**config.mk**
```make
export PLATFORM = sky130hd
export DESIGN_NAME = if_id_fetch_queue
export DESIGN_NICKNAME = d
export VERILOG_FILES = /design/src/rtl/if_id_fetch_queue_pkg.sv /design/src/rtl/if_id_fetch_queue_ptr.sv /design/src/rtl/if_id_fetch_queue.sv
export SDC_FILE = /design/constraint.sdc
export NUM_CORES = 1
export LEC_CHECK = 0
export ABC_AREA = 1
export ABC_CLOCK_PERIOD_IN_PS = 10200
export BUFFER_PORTS_ARGS = -buffer_cell sky130_fd_sc_hd__buf_2
export CAP_MARGIN = 5
export CORE_ASPECT_RATIO = 2
export CORE_MARGIN = 2
export CORE_UTILIZATION = 40
export CTS_CLUSTER_DIAMETER = 80
export DETAILED_ROUTE_END_ITERATION = 12
export PLACE_DENSITY_LB_ADDON = 0.3
export RECOVER_POWER = 25
export SYNTH_ARGS = -nofsm -noshare
export SYNTH_HDL_FRONTEND = slang
export SYNTH_SLANG_ARGS = --single-unit
```
**constraint.sdc**
```tcl
create_clock -name clk -period 10.2 [get_ports clk]
set_input_delay 1.53 -clock clk [delete_from_list [all_inputs] [get_ports clk]]
set_output_delay 1.53 -clock clk [all_outputs]
set_load 0.01 [all_outputs]
```
**src/rtl/if_id_fetch_queue_pkg.sv**
```systemverilog
// Shared constants for the IF/ID fetch queue.
//   FQ_DATA_W     : width of the PC and instruction fields
//   FQ_NOP_INST   : instruction word presented to ID when the queue is empty
//   FETCH_Q_DEPTH : default number of queue entries
//   ptr_width()   : pointer width for a given power-of-two depth
package if_id_fetch_queue_pkg;

    localparam int unsigned FQ_DATA_W     = 32;
    localparam logic [FQ_DATA_W-1:0] FQ_NOP_INST = '0;
    localparam int unsigned FETCH_Q_DEPTH = 4;

    function automatic int unsigned ptr_width(input int unsigned depth);
        return $clog2(depth);
    endfunction

endpackage

```
**src/rtl/if_id_fetch_queue_ptr.sv**
```systemverilog
// Wrapping queue pointer.
// Ports:
//   clk  : rising-edge clock
//   rst  : asynchronous active-high reset (pointer -> 0)
//   clr  : synchronous clear, wins over inc
//   inc  : advance pointer by one, wrapping modulo 2**PTR_W
//   ptr  : current pointer value
module fetch_q_ptr #(
    parameter int unsigned PTR_W = 2
) (
    input  logic             clk,
    input  logic             rst,
    input  logic             clr,
    input  logic             inc,
    output logic [PTR_W-1:0] ptr
);

    logic [PTR_W-1:0] ptr_q;
    logic [PTR_W-1:0] ptr_d;

    always_comb begin
        ptr_d = ptr_q;
        if (clr) begin
            ptr_d = '0;
        end else if (inc) begin
            ptr_d = ptr_q + PTR_W'(1);
        end
    end

    always_ff @(posedge clk or posedge rst) begin
        if (rst) begin
            ptr_q <= '0;
        end else begin
            ptr_q <= ptr_d;
        end
    end

    assign ptr = ptr_q;

endmodule

```
**src/rtl/if_id_fetch_queue.sv**
```systemverilog
// IF/ID fetch queue: buffers {PC+4, Inst} pairs from the IF stage and hands
// them to ID in order over a valid/ready handshake. Replaces a plain IF/ID
// register while decoupling ID stalls from fetch.
// Ports:
//   clk, rst        : clock, asynchronous active-high reset
//   Branch_taken    : flush; queued entries and this cycle's fetch are discarded
//   if_valid/if_PC/if_Inst : fetched instruction from IF
//   freeze          : to IF, hold PC (high exactly when the queue is full)
//   id_ready        : ID accepts the head entry this cycle
//   id_valid/id_PC/id_Inst : head entry to ID (PC=0, Inst=NOP when empty)
//   count           : occupancy, 0..DEPTH
module if_id_fetch_queue
    import if_id_fetch_queue_pkg::*;
#(
    parameter int unsigned DEPTH  = FETCH_Q_DEPTH,
    parameter int unsigned PTR_W  = ptr_width(FETCH_Q_DEPTH),
    parameter int unsigned DATA_W = FQ_DATA_W
) (
    input  logic              clk,
    input  logic              rst,
    input  logic              Branch_taken,
    input  logic              if_valid,
    input  logic [DATA_W-1:0] if_PC,
    input  logic [DATA_W-1:0] if_Inst,
    output logic              freeze,
    input  logic              id_ready,
    output logic              id_valid,
    output logic [DATA_W-1:0] id_PC,
    output logic [DATA_W-1:0] id_Inst,
    output logic [PTR_W:0]    count
);

    localparam logic [PTR_W:0] FULL_CNT = (PTR_W+1)'(DEPTH);

    logic [DATA_W-1:0] pc_mem_q   [DEPTH];
    logic [DATA_W-1:0] inst_mem_q [DEPTH];

    logic [PTR_W-1:0] wr_ptr;
    logic [PTR_W-1:0] rd_ptr;
    logic [PTR_W:0]   count_q;
    logic [PTR_W:0]   count_d;

    logic full;
    logic empty;
    logic push;
    logic pop;

    assign full  = (count_q == FULL_CNT);
    assign empty = (count_q == '0);

    // A flush discards both transfers of its cycle.
    assign push = if_valid & ~full & ~Branch_taken;
    assign pop  = ~empty & id_ready & ~Branch_taken;

    fetch_q_ptr #(.PTR_W(PTR_W)) u_wr_ptr (
        .clk (clk),
        .rst (rst),
        .clr (Branch_taken),
        .inc (push),
        .ptr (wr_ptr)
    );

    fetch_q_ptr #(.PTR_W(PTR_W)) u_rd_ptr (
        .clk (clk),
        .rst (rst),
        .clr (Branch_taken),
        .inc (pop),
        .ptr (rd_ptr)
    );

    always_comb begin
        count_d = count_q;
        if (Branch_taken) begin
            count_d = '0;
        end else if (push && !pop) begin
            count_d = count_q + (PTR_W+1)'(1);
        end else if (pop && !push) begin
            count_d = count_q - (PTR_W+1)'(1);
        end
    end

    always_ff @(posedge clk or posedge rst) begin
        if (rst) begin
            count_q <= '0;
        end else begin
            count_q <= count_d;
        end
    end

    // Storage is never reset; empty-queue outputs are masked below instead.
    always_ff @(posedge clk) begin
        if (push) begin
            pc_mem_q[wr_ptr]   <= if_PC;
            inst_mem_q[wr_ptr] <= if_Inst;
        end
    end

    assign freeze   = full;
    assign id_valid = ~empty;
    assign id_PC    = empty ? '0 : pc_mem_q[rd_ptr];
    assign id_Inst  = empty ? DATA_W'(FQ_NOP_INST) : inst_mem_q[rd_ptr];
    assign count    = count_q;

endmodule

```
Word level (Yosys, flattened, before mapping)
Memory sizes are Yosys's and may differ from the RTL's.
Index checks and enable logic that the tools add are counted.
{"block": "totals", "regBits": 7, "ramBits": 256, "in_bits": 69, "out_inout_bits": 69, "wordCells": 36, "memories": 2}
{"memory": "inst_mem_q", "words": 4, "width": 32, "read_ports": 1, "rd_clocked_by_memory_dff": 0, "wr": 1, "line_no": "if_id_fetch_queue.sv:36", "rtl": "logic [DATA_W-1:0] inst_mem_q [DEPTH];"}
{"memory": "pc_mem_q", "words": 4, "width": 32, "read_ports": 1, "rd_clocked_by_memory_dff": 0, "wr": 1, "line_no": "if_id_fetch_queue.sv:35", "rtl": "logic [DATA_W-1:0] pc_mem_q [DEPTH];"}
{"block": "op_classes", "add_sub_neg": 4, "n_eq_ne": 1, "n_mux": 11, "bitwise": 7, "n_reduce_logical": 8}
{"op": "32-bit 2-to-1 mux", "n": 2}
{"op": "3-bit 2-to-1 mux", "n": 3}
{"op": "2-bit 2-to-1 mux", "n": 4}
{"op": "2-bit by 1-bit adder with 2-bit output (second input constant)", "n": 2}
{"op": "1-bit bitwise AND", "n": 4}
{"op": "2-bit nonzero test", "n": 2}
{"op": "3-bit by 1-bit adder with 3-bit output (second input constant)", "n": 1}
{"op": "3-bit equality test (second input constant)", "n": 1}
{"op": "3-bit logical NOT", "n": 1}
{"op": "1-bit NOT", "n": 3}
{"op": "3-bit nonzero test", "n": 1}
{"op": "3-bit by 1-bit subtractor with 3-bit output (second input constant)", "n": 1}
{"op": "1-bit logical AND", "n": 2}
{"op": "1-bit logical NOT", "n": 2}
{"op": "1-bit 2-to-1 mux", "n": 2}

Longest topological paths before layout
{"block": "depth", "ltp_word": 9, "ltp_mapped": 11}

Modules after synthesis
Synthesis repeated with hierarchy kept, for this count alone.
{"block": "unflattened", "cells_unflattened": 824, "hier_area_um2": 10376.2}
{"module": "if_id_fetch_queue", "n_inst": 1, "cells_per_inst": 800, "area_per_inst_um2": 10196.0, "seq_area_each_um2": 7762.4}
{"module": "fetch_q_ptr", "n_inst": 2, "cells_per_inst": 12, "area_per_inst_um2": 90.1, "seq_area_each_um2": 50.0}

Worst setup path after synthesis
OpenSTA, ideal clock, no wires.
{"block": "synth_path", "path_type": "input to register", "start": "input port if_valid", "end": "memory inst_mem_q[0][0] (netlist bit) (enable)", "setup_ps": 486, "arrival_time_ps": 4508, "t_required_ps": 9714, "setup_slack_ps": 5206, "path_stages": 4, "path_cell_list": "nand2_1 nor2_2 inv_2 nor2_1"}
{"block": "synth_between", "elab_chain_len": 4}
{"item": "from (decl)", "line_no": "if_id_fetch_queue.sv:22", "rtl": "input logic if_valid,"}
{"item": "1-bit bitwise AND (2 in series)", "line_no": "if_id_fetch_queue.sv:52", "rtl": "assign push = if_valid & ~full & ~Branch_taken;"}
{"item": "1-bit 2-to-1 mux", "line_no": "if_id_fetch_queue.sv:92", "rtl": "if (push) begin"}
{"item": "1-bit 2-to-1 mux (not written as such)", "line_no": "if_id_fetch_queue.sv:94", "rtl": "inst_mem_q[wr_ptr] <= if_Inst;"}
{"item": "to (decl)", "line_no": "if_id_fetch_queue.sv:36"}
Every way passes these cells.

Worst setup path in the final report
{"block": "layout_path", "start": "register u_rd_ptr.ptr_q[0] (netlist: u_rd_ptr.ptr[0])", "end": "output port id_PC[8]"}
{"block": "layout_between", "elab_chain_len": 2}
{"item": "from (decl)", "line_no": "if_id_fetch_queue_ptr.sv:18", "rtl": "logic [PTR_W-1:0] ptr_q;"}
{"item": "from (signal assigned)", "line_no": "if_id_fetch_queue_ptr.sv:34", "rtl": "ptr_q <= ptr_d;"}
{"item": "memory read 4 x 32 bit"}
{"item": "32-bit 2-to-1 mux", "line_no": "if_id_fetch_queue.sv:100", "rtl": "assign id_PC = empty ? '0 : pc_mem_q[rd_ptr];"}
{"item": "to (decl)", "line_no": "if_id_fetch_queue.sv:28", "rtl": "output logic [DATA_W-1:0] id_PC,"}
Every way passes these cells.

==> impl_metrics.env <==
export IMPL_grt_pass1_wl_mm=37.0
export IMPL_r2r_start="count[2]"
export IMPL_grt_usage=0.176
export IMPL_cts_htree_levels=1
export IMPL_rows=83
export IMPL_drt_initial_drc_count=437
export IMPL_ant_nets=0
export IMPL_r2r_cells=6
export IMPL_internal_power_mw=2.07
export IMPL_tightest_slew_ns=1.01
export IMPL_clock_skew_ns=0.0179
export IMPL_wl_per_cell_um=18.4
export IMPL_status="finished clean"
export IMPL_relSlewSlack=0.328
export IMPL_cp_start_kind="register"
export IMPL_post_cts_buffers=0
export IMPL_grt_pass1_vias=6806
export IMPL_switchingPower_mw=1.01
export IMPL_p_seq_frac=0.423
export IMPL_synth_nets=897
export IMPL_maxSlewViolCount=0
export IMPL_fin_tns_setup_ns=0
export IMPL_p_leak_nw=4.28
export IMPL_hold_path_class="reg2reg"
export IMPL_ys_types=23
export IMPL_syn_inst=823
export IMPL_layout_area_overhead_vs_synth_pct=16.3
export IMPL_fin_crit_sh=0.505
export IMPL_core_um2=25500
export IMPL_wl_mm=24.0
export IMPL_cts_tree="yes"
export IMPL_whs_ns=0.639
export IMPL_clkSinkCount=263
export IMPL_gr_total_overflow=0
export IMPL_hold_buffers=0
export IMPL_via_per_inst=5.01
export IMPL_cts_root_buffer="clkbuf_16"
export IMPL_nNetsFinal=1020
export IMPL_finalSetupViolCount=0
export IMPL_end_kind="primary output"
export IMPL_grt_max_degree=85
export IMPL_die_w_um=118
export IMPL_syn_avg_cell_area_um2=12.6
export IMPL_ir_drop_v=0.000188
export IMPL_post_cts_resized=0
export IMPL_dp_hpwl_mm=13.8
export IMPL_gp_congestion=0.751
export IMPL_min_to="count[1]"
export IMPL_die_h_um=232
export IMPL_hold_viol=0
export IMPL_drv_cap=0
export IMPL_route_detailed_drc=0
export IMPL_antenna_found_initial=3
export IMPL_min_from="count[1]"
export IMPL_ys_seq_area_frac=0.757
export IMPL_clockPowerShare=0.297
export IMPL_drive_gt1_frac=0.161
export IMPL_ys_ff_latch=263
export IMPL_cp_data_required_time_ns=8.67
export IMPL_r2r_slack_ns=7.56
export IMPL_start_util=0.406
export IMPL_arrival_ns=3.62
export IMPL_path_class="reg2out"
export IMPL_pwr_share_comb=0.281
export IMPL_r2r_end="inst_mem_q[0][23]"
export IMPL_setup_slack_ns=5.05
export IMPL_timing_final_crit_period_ns=5.15
export IMPL_synth_edf_count=256
export IMPL_rsz0062_at_grt="no"
export IMPL_power_density_nw_per_um2=256
export IMPL_clk_latency_ns=0.53
export IMPL_max_freq_ghz=0.194
export IMPL_ys_flop_type="edfxtp_1"
export IMPL_netSwitchingFraction=0.329
export IMPL_ios=138
export IMPL_synth_area_um2=10400
export IMPL_yosys_warnings=0
export IMPL_nFillCells=2362
export IMPL_worstPathMaxFanout=84
export IMPL_clk_path_buf_depth=3
export IMPL_die_area_um2=27300
export IMPL_io_buffer_count=137
export IMPL_numCtsBuffers=23
export IMPL_clkTransAtPathRegs_ns=0.06
export IMPL_place_worst_setup_slack_ns=5.55
export IMPL_whs_path_depth=2
export IMPL_async_reset_ff_frac=0.0266
export IMPL_firstDrtPassIters=5
export IMPL_num_vias=6533
## cell type report
cell class                 instances  area (um2)  area share
antenna                            2        5.00    0.000414
clock buffer                      25         583      0.0483
clock inverter                    17         205      0.0170
inverter                          19        72.6     0.00601
multi-input combinational        493        2210       0.183
sequential                       263        7870       0.651
tap                              340         425      0.0352
timing repair buffer             146         706      0.0584
## layout by cell type, fill, tap and decap left out, drive strengths merged
cell / instances
nand2: 20
bufinv: 5
clkbuf: 63
nand3b: 1
fa: 1
nand3: 3
o21ai: 132
xor2: 1
inv: 19
buf: 108
a21oi: 68
clkinv: 12
nor2: 263
dfrtp: 7
edfxtp: 256
ha: 4
diode: 2
## state kept, by name, summed over array words and instances, names as in the netlist
name          cells
inst_mem_q      128
pc_mem_q        128
count             3
u_rd_ptr.ptr      2
u_wr_ptr.ptr      2
## metal layers
metal	routed length, um	track usage	share of wire	up-vias
li1	-	-	-	3142
met2	13500	0.341	0.56	148
met4	770	0.0764	0.032	2
met1	8630	0.186	0.36	3196
met3	1110	0.0253	0.046	45
met5	16	0	0.00067	-
## metrics by stage
stage | util | instances | instance area, um2 | power (mW)
finish | 0.473 | 1305 | 12100 | 3.09
floorplan | - | 823 | 10400 | 1.87
global placement | 0.444 | 1261 | 11300 | 2.22
CTS | 0.474 | 1303 | 12100 | 3.14
global route | 0.473 | 1304 | 12100 | 3.27
detailed placement | 0.444 | 1261 | 11300 | 2.23
## power groups by stage
stage / clock, mW / sequential [mW] / combinational, mW
5_1_grt: 0.979 / 1.31 / 0.978
6_report: 0.916 / 1.30 / 0.866
4_1_cts: 0.936 / 1.31 / 0.900
2_1_floorplan: 0 / 1.31 / 0.561
3_5_place_dp: 0 / 1.33 / 0.897
3_3_place_gp: 0 / 1.33 / 0.892
## cell families after synthesis
kind of cell	Yosys count	share of synthesized area
fa+ha+maj	5	0.00675
compound gates	200	0.0964
xor+xnor	1	0.000844
simple gates	287	0.106
flops	263	0.757
buf+inv	67	0.0323
## worst max-delay path by stage
| stage | start | to | slack [ns] | cells past startpoint |
|---|---|---|---|---|
| floorplan | if_valid | inst_mem_q[0][0] | 5.21 | 4 |
| finish | u_rd_ptr.ptr[0] | id_PC[8] | 5.05 | 5 |
| detailed placement | u_rd_ptr.ptr[0] | id_Inst[10] | 5.55 | 5 |
| global placement | u_rd_ptr.ptr[0] | id_Inst[10] | 5.61 | 5 |
| global route | u_rd_ptr.ptr[0] | id_PC[15] | 4.68 | 5 |
| CTS | u_rd_ptr.ptr[0] | id_PC[8] | 4.97 | 5 |
## synth_stat cells, types with 2 or more instances
master	instances	area, um2
a21oi_1	68	340
buf_1	6	22.5
buf_2	13	65.1
buf_4	14	105
buf_6	2	22.5
clkbuf_1	13	48.8
dfrtp_1	7	175
edfxtp_1	256	7690
ha_1	4	50.1
inv_1	16	60.1
inv_2	3	11.3
nand2_1	19	71.3
nand3_1	2	10.0
nor2_1	261	980
o21ai_0	130	651
o21ai_1	2	10.0
## critical path, stage by stage (launching register included)
cell	delay [ns]
dfrtp_4	0.84
clkinv_2	0.98
buf_4	0.59
o21ai_0	0.29
a21oi_1	0.14
buf_2	0.19
Note: power is estimated with default switching activity, not from simulation.
